==> src/rtl/routing_target_resp.sv <==
// Return-route lookup for a routing target: queues initiator IDs from request headers
// and turns each response into a registered return route. Optional macro: ROUTING_TARGET_ERRCNT_EN.
module routing_target_resp #(
    parameter int DEPTH = 4
) (
    input  logic       clock_i,
    input  logic       reset_n_i,
    input  logic       req_valid_i,
    output logic       req_ready_o,
    input  logic [3:0] req_source_i,
    input  logic       resp_valid_i,
    output logic       resp_ready_o,
    output logic       rt_valid_o,
    input  logic       rt_ready_i,
    output logic [6:0] rt_path_o,
    output logic [3:0] rt_dest_o,
    output logic       failed_decoding_o,
    output logic [7:0] err_count_o
);
    localparam int AW = $clog2(DEPTH);
    localparam int CW = AW + 1;

    logic [3:0]    id_mem [DEPTH];
    logic [AW-1:0] wr_ptr_q, wr_ptr_d;
    logic [AW-1:0] rd_ptr_q, rd_ptr_d;
    logic [CW-1:0] count_q, count_d;
    logic          rt_valid_q, rt_valid_d;
    logic [6:0]    rt_path_q, rt_path_d;
    logic [3:0]    rt_dest_q, rt_dest_d;
    logic          failed_q, failed_d;
    logic          push, pop;
    logic [3:0]    head_id;
    logic [7:0]    head_route;

    // Bit 7 flags an ID with no return-route entry; bits 6:0 are the path.
    function automatic logic [7:0] lookup_route(input logic [3:0] id);
        case (id)
            4'h3:    lookup_route = {1'b0, 7'b0000001};
            4'h4:    lookup_route = {1'b0, 7'b0000010};
            4'h9:    lookup_route = {1'b0, 7'b0001001};
            default: lookup_route = {1'b1, 7'b0000000};
        endcase
    endfunction

    assign req_ready_o  = (count_q < CW'(DEPTH));
    assign resp_ready_o = (count_q != '0) && (!rt_valid_q || rt_ready_i);
    assign push         = req_valid_i && req_ready_o;
    assign pop          = resp_valid_i && resp_ready_o;
    assign head_id      = id_mem[rd_ptr_q];
    assign head_route   = lookup_route(head_id);

    // Entry storage carries no reset: count gates every read of it.
    always_ff @(posedge clock_i) begin
        if (push) begin
            id_mem[wr_ptr_q] <= req_source_i;
        end
    end

    always_comb begin
        wr_ptr_d   = wr_ptr_q;
        rd_ptr_d   = rd_ptr_q;
        count_d    = count_q;
        rt_valid_d = rt_valid_q;
        rt_path_d  = rt_path_q;
        rt_dest_d  = rt_dest_q;
        failed_d   = failed_q;
        if (push) begin
            wr_ptr_d = wr_ptr_q + AW'(1);
        end
        if (pop) begin
            rd_ptr_d = rd_ptr_q + AW'(1);
        end
        case ({push, pop})
            2'b10:   count_d = count_q + CW'(1);
            2'b01:   count_d = count_q - CW'(1);
            default: count_d = count_q;
        endcase
        if (pop) begin
            rt_valid_d = 1'b1;
            rt_path_d  = head_route[6:0];
            rt_dest_d  = head_id;
            failed_d   = head_route[7];
        end else if (rt_ready_i) begin
            rt_valid_d = 1'b0;
        end
    end

    always_ff @(posedge clock_i or negedge reset_n_i) begin
        if (!reset_n_i) begin
            wr_ptr_q   <= '0;
            rd_ptr_q   <= '0;
            count_q    <= '0;
            rt_valid_q <= 1'b0;
            rt_path_q  <= '0;
            rt_dest_q  <= '0;
            failed_q   <= 1'b0;
        end else begin
            wr_ptr_q   <= wr_ptr_d;
            rd_ptr_q   <= rd_ptr_d;
            count_q    <= count_d;
            rt_valid_q <= rt_valid_d;
            rt_path_q  <= rt_path_d;
            rt_dest_q  <= rt_dest_d;
            failed_q   <= failed_d;
        end
    end

`ifdef ROUTING_TARGET_ERRCNT_EN
    logic [7:0] err_q, err_d;

    always_comb begin
        err_d = err_q;
        if (pop && head_route[7] && (err_q != 8'hFF)) begin
            err_d = err_q + 8'd1;
        end
    end

    always_ff @(posedge clock_i or negedge reset_n_i) begin
        if (!reset_n_i) begin
            err_q <= 8'h00;
        end else begin
            err_q <= err_d;
        end
    end

    assign err_count_o = err_q;
`else
    assign err_count_o = 8'h00;
`endif

    assign rt_valid_o        = rt_valid_q;
    assign rt_path_o         = rt_path_q;
    assign rt_dest_o         = rt_dest_q;
    assign failed_decoding_o = failed_q;
endmodule

==> config.mk <==
export PLATFORM = sky130hd
export DESIGN_NAME = routing_target_resp
export DESIGN_NICKNAME = d
export VERILOG_FILES = /design/src/rtl/routing_target_resp.sv
export SDC_FILE = /design/constraint.sdc
export NUM_CORES = 1
export LEC_CHECK = 0
export ABC_AREA = 1
export BUFFER_PORTS_ARGS = -buffer_cell sky130_fd_sc_hd__buf_2
export CORE_ASPECT_RATIO = 0.75
export CORE_MARGIN = 2
export CORE_UTILIZATION = 53
export DETAILED_ROUTE_END_ITERATION = 16
export GPL_ROUTABILITY_DRIVEN = 0
export PLACE_DENSITY = 0.78
export SYNTH_ARGS = -nofsm -noshare
export SYNTH_HDL_FRONTEND = slang
export SYNTH_SLANG_ARGS = --single-unit
export TNS_END_PERCENT = 20
==> constraint.sdc <==
create_clock -name clock_i -period 2 [get_ports clock_i]
set_input_delay 0.1 -clock clock_i [delete_from_list [all_inputs] [get_ports clock_i]]
set_output_delay 0.1 -clock clock_i [all_outputs]
set_load 0.03 [all_outputs]
## After elaboration in Yosys (flattened, before gate mapping)

Memory sizes are Yosys's and may differ from the RTL's.
Index checks and enable logic that the tools add are counted.

- Register bits: 20
- Input bits: 9
- Memories kept: 1
- RAM bits: 16
- Output and inout bits: 23
- Logic and storage cells: 32

- Order comparisons: 1
- Mux-type cells: 6
- $add $sub $neg: 4
- Reductions and logical operators: 8
- Eq/ne operators: 5

Memory list:

| memory | words | width | rd ports | clocked after memory_dff | write ports | line | RTL |
|---|---|---|---|---|---|---|---|
| id_mem | 4 | 4 | 1 | 0 | 1 | 23 | `logic [3:0] id_mem [DEPTH];` |

Operator list:

| operator | number |
|---|---|
| case mux 8 bit (3 select lines) | 1 |
| case mux 3 bit (2 select lines) | 1 |
| adder 2 x 1 -> 2 bit (second input constant) | 2 |
| == test 4 x 2 -> 1 bit (second input constant) | 1 |
| == test 4 x 3 -> 1 bit (second input constant) | 1 |
| == test 4 bit (second input constant) | 1 |
| 2-to-1 mux 1 bit | 4 |
| nonzero test 2 bit | 2 |
| adder 3 x 1 -> 3 bit (second input constant) | 1 |
| logical AND 1 bit | 3 |
| less-than comparator 3 bit (second input constant) | 1 |
| nonzero test 3 bit | 1 |
| subtractor 3 x 1 -> 3 bit (second input constant) | 1 |
| == test 2 x 1 -> 1 bit (second input constant) | 1 |
| == test 2 bit (second input constant) | 1 |
| zero test 1 bit | 1 |
| logical OR 1 bit | 1 |

## Longest topological paths before layout

- Depth in word-level cells: 6
- Gate-level depth with buffers: 12
- Gate-level depth less buffers: 12

## Least setup slack after synthesis

Ideal clock, no wire load.

- Path kind: reg-to-reg
- Start: register rt_valid_q, in the netlist rt_valid_o
- End: register count_q[2]
- Slack: -0.038 ns
- Data required time: 1.869 ns
- Period minus slack after synthesis: 2.038 ns
- Arrival time: 1.907 ns
- Stages on the path, launching flop included: 12
- Buffers on the path: 0
- Cell sequence: dfrtp_1 -> nand2_1 -> nand2_1 -> inv_2 -> nand2_4 -> inv_2 -> ha_1 -> inv_1 -> fa_1 -> a21oi_1 -> o21ai_0 -> xor2_1

- Longest elaborated chain between the ends: 6

Ends and longest elaborated chain:

| what | line | RTL |
|---|---|---|
| start: declaration | 27 | `logic rt_valid_q, rt_valid_d;` |
| start signal: assignment | 101 | `rt_valid_q <= rt_valid_d;` |
| zero test 1 bit * | 46 | `assign resp_ready_o = (count_q != '0) && (!rt_valid_q \|\| rt_ready_i);` |
| logical OR 1 bit * | 46 |  |
| logical AND 1 bit * | 46 |  |
| net resp_ready_o | 12 | `output logic resp_ready_o,` |
| logical AND 1 bit * | 48 | `assign pop = resp_valid_i && resp_ready_o;` |
| net pop | 31 | `logic push, pop;` |
| == test 2 x 1 -> 1 bit or == test 2 bit (tied branches) | 73 | `case ({push, pop})` |
| case mux 3 bit (2 select lines) or nonzero test 2 bit (tied branches) | -- |  |
| end signal: assignment | 100 | `count_q <= count_d;` |
| end: declaration | 26 | `logic [CW-1:0] count_q, count_d;` |

The timed path passes the listed nets; every way through them passes the cells marked *.
A chain may end at the register's enable or synchronous reset.

## Final worst setup path

- Start: register count_q[1]
- End: register count_q[2]

- Longest elaborated chain between the ends: 5

Ends and longest elaborated chain:

| what | line |
|---|---|
| nonzero test 3 bit * | 46 |
| logical AND 1 bit * | 46 |
| logical AND 1 bit * | 48 |
| net pop | 31 |
| == test 2 x 1 -> 1 bit or == test 2 bit (tied branches) | 73 |
| case mux 3 bit (2 select lines) or nonzero test 2 bit (tied branches) | -- |

Marks and branches as above.

==> impl_metrics.tcl <==
set metrics [dict create \
    status "finished clean" \
    ctsHtreeMaxLevel 2 \
    drc_errors 0 \
    cts_buffer_depth 2 \
    r2r_end "count_q[2]" \
    wl_per_cell_um 11.8 \
    fin_setup_tns_ns 0 \
    min_period_ns 1.83 \
    worstPathMaxFanout 5 \
    start_util 0.543 \
    cp_num_buf_inv 4 \
    crit_path_start "count_q[1]" \
    final_nets 192 \
    finalInstanceArea_um2 1750 \
    vias_per_cell 4.70 \
    ys_ff_latch 32 \
    design.core.area_um2 2870 \
    dr_total_vias 1015 \
    cts_sinks 32 \
    synth-seq-area-share 0.565 \
    crit_family "adder cells" \
    cts_root_buf "clkbuf_8" \
    multi_input_area_um2 544 \
    cp-start-kind "flip-flop" \
    syn_area_per_cell_um2 10.3 \
    netlist_instances 151 \
    irDropWorstVdd_uv 917 \
    dr.pass1.iters 4 \
    cp_slowest_cell "fa_2" \
    grt_overflow 0 \
    cts_made_buffers 5 \
    final_cell_mix "nand2_1, buf_2, edfxtp_1" \
    synth_cell_types 24 \
    holdCritPathClass "input pin to flip-flop" \
    fmaxAchievable_ghz 0.547 \
    cp-end-kind "flip-flop" \
    r2r-start "count_q[1]" \
    fin_skew_ns 0.00702 \
    rows 17 \
    arrival_ns 2.00 \
    reg2reg_depth 12 \
    slew_viol_final 0 \
    cap_viol_max_count 0 \
    syn_area_um2 1560 \
    drtIter0Drc 21 \
    crit_end "count_q[2]" \
    cts_tree "built" \
    dieArea_um2 3400 \
    path_clk_slew_ns 0.06 \
    grt_start_max_net_pins 17 \
    power.leakage_nw 0.840 \
    required_ns 2.17 \
    num_antenna_cells 0 \
    dieWidth_um 66.7 \
    hpwlAfterDp_um 1920 \
    worstSkewPairLatency_ns 0.28 \
    drive_gt1_frac 0.298 \
    cp_num_cells 12 \
    syn2layout_area_growth_pct 12.3 \
    final_common_cell "nand2_1" \
    path_class "flip-flop to flip-flop" \
    place_area_um2 1650 \
    finalSetupViolations 0 \
    rsz0062_at_grt "false" \
    grt_pass1_wl_um 4510 \
    place.port_buffers 19 \
    drt_wl_total_um 2550 \
    die_y_um 51.0 \
    hold_viol_final 0 \
    regToRegSetupSlack_ns 0.17 \
    path_cells "inv_1 > nand3_1 > nand2_1 > inv_2 > nand2_4 > inv_2 > ha_1 > inv_1 > fa_2 > a21oi_2 > o21ai_1 > xor2_1" \
    finalCritPeriodShare 0.915 \
    worstHoldPathCells 1 \
    grt_usage 0.185 \
    yosysWarnings 0 \
    nFillCells 246 \
    num_io_pins 32 \
    antenna_found_initial 0 \
    register_area_um2 882 \
    power.density_nw_per_um2 1570 \
    ant_nets 0 \
    slowest_delay_ns 0.36 \
    grt_pass1_vias 1019 \
]
flip-flops by register name (all words and copies together), names as in the netlist:
signal / cells
count_q: 3
wr_ptr_q: 2
failed_decoding_o: 1
id_mem: 16
rt_path_o: 3
rt_dest_o: 4
rd_ptr_q: 2
rt_valid_o: 1
synth_stat cells, drive strengths merged:
cell | instances | area share
a21oi | 2 | 0.0064
buf | 14 | 0.068
conb | 1 | 0.0024
dfrtp | 16 | 0.26
edfxtp | 16 | 0.31
fa | 1 | 0.013
ha | 5 | 0.040
inv | 19 | 0.049
nand2 | 43 | 0.12
nand3 | 11 | 0.051
nand4 | 2 | 0.0080
nor2 | 10 | 0.027
o21ai | 6 | 0.019
xnor2 | 1 | 0.0056
xor2 | 4 | 0.022
cell families after synthesis:
group,Yosys count,synth area share
buffers and inverters,33,0.117
and+or+nand+nor,66,0.209
DFF,32,0.565
xor gates and xnor gates,5,0.0281
adders and majority gates,6,0.0529
AOI/OAI and AO/OA,8,0.0257
other,1,0.00240
cell type report:
class / count / share of cell area
clock buffers: 7 / 0.0436
inverters: 19 / 0.0436
clock inverters: 1 / 0.00286
repair buffers: 22 / 0.0686
flip-flops and latches: 32 / 0.504
well taps: 38 / 0.0271
multi-input cells: 97 / 0.311
worst reg2reg max path: stages, from the launching register on:
cell and delay, ns:
dfrtp_1 0.35, inv_1 0.08, nand3_1 0.08, nand2_1 0.06, inv_2 0.07, nand2_4 0.05, inv_2 0.08, ha_1 0.15
inv_1 0.08, fa_2 0.36, a21oi_2 0.14, o21ai_1 0.08, xor2_1 0.14
repair_timing:
| item | 4_1_cts | 5_1_grt |
|---|---|---|
| endpoints found under the hold margin | 16 | 0 |
| buffers inserted | 0 | 0 |
| resized for setup | 0 | 3 |
| hold buffers | 1 | 0 |
| endpoints found under the setup margin | 0 | 1 |
how the worst min path moves through the flow:
stage                    start            to
2_1_floorplan        reset_n_i    count_q[0]
3_3_place_gp         reset_n_i  rt_path_o[3]
3_5_place_dp         reset_n_i  rt_dest_o[3]
4_1_cts        req_source_i[2]  id_mem[1][2]
5_1_grt        req_source_i[0]  id_mem[3][0]
6_report       req_source_i[2]  id_mem[2][2]
per-layer routing:
metal  GRT usage  routed length [µm]  vias to the layer above  share of wire
li1            -                   -                      502              -
met1       0.225                1140                      478           0.45
met2       0.288                1240                       30           0.48
met3      0.0749                 133                        5          0.052
met4      0.0884                  42                        0          0.016
met5           0                   0                        -              0
per-stage QoR:
stage | hold WS [ns] | util | total power [mW] | setup WS [ns] | instances
after floorplan | -0.196 | - | 2.00 | 0.00198 | 162
after global placement | 0.0192 | 0.576 | 2.22 | 0.217 | 207
after detailed placement | 0.0281 | 0.576 | 2.29 | 0.0952 | 207
after CTS | 0.0273 | 0.608 | 2.76 | 0.0964 | 216
after global routing | 0.0399 | 0.610 | 2.98 | 0.0156 | 216
final | 0.0339 | 0.610 | 2.75 | 0.170 | 216
where the power goes:
part	internal [mW]	total (mW)	leakage, nW	switching (mW)
clock network	0.243	0.465	0.0422	0.222
registers	0.898	1.04	0.339	0.147
logic	0.395	1.24	0.459	0.850
Power figures use the tool's default switching activity.
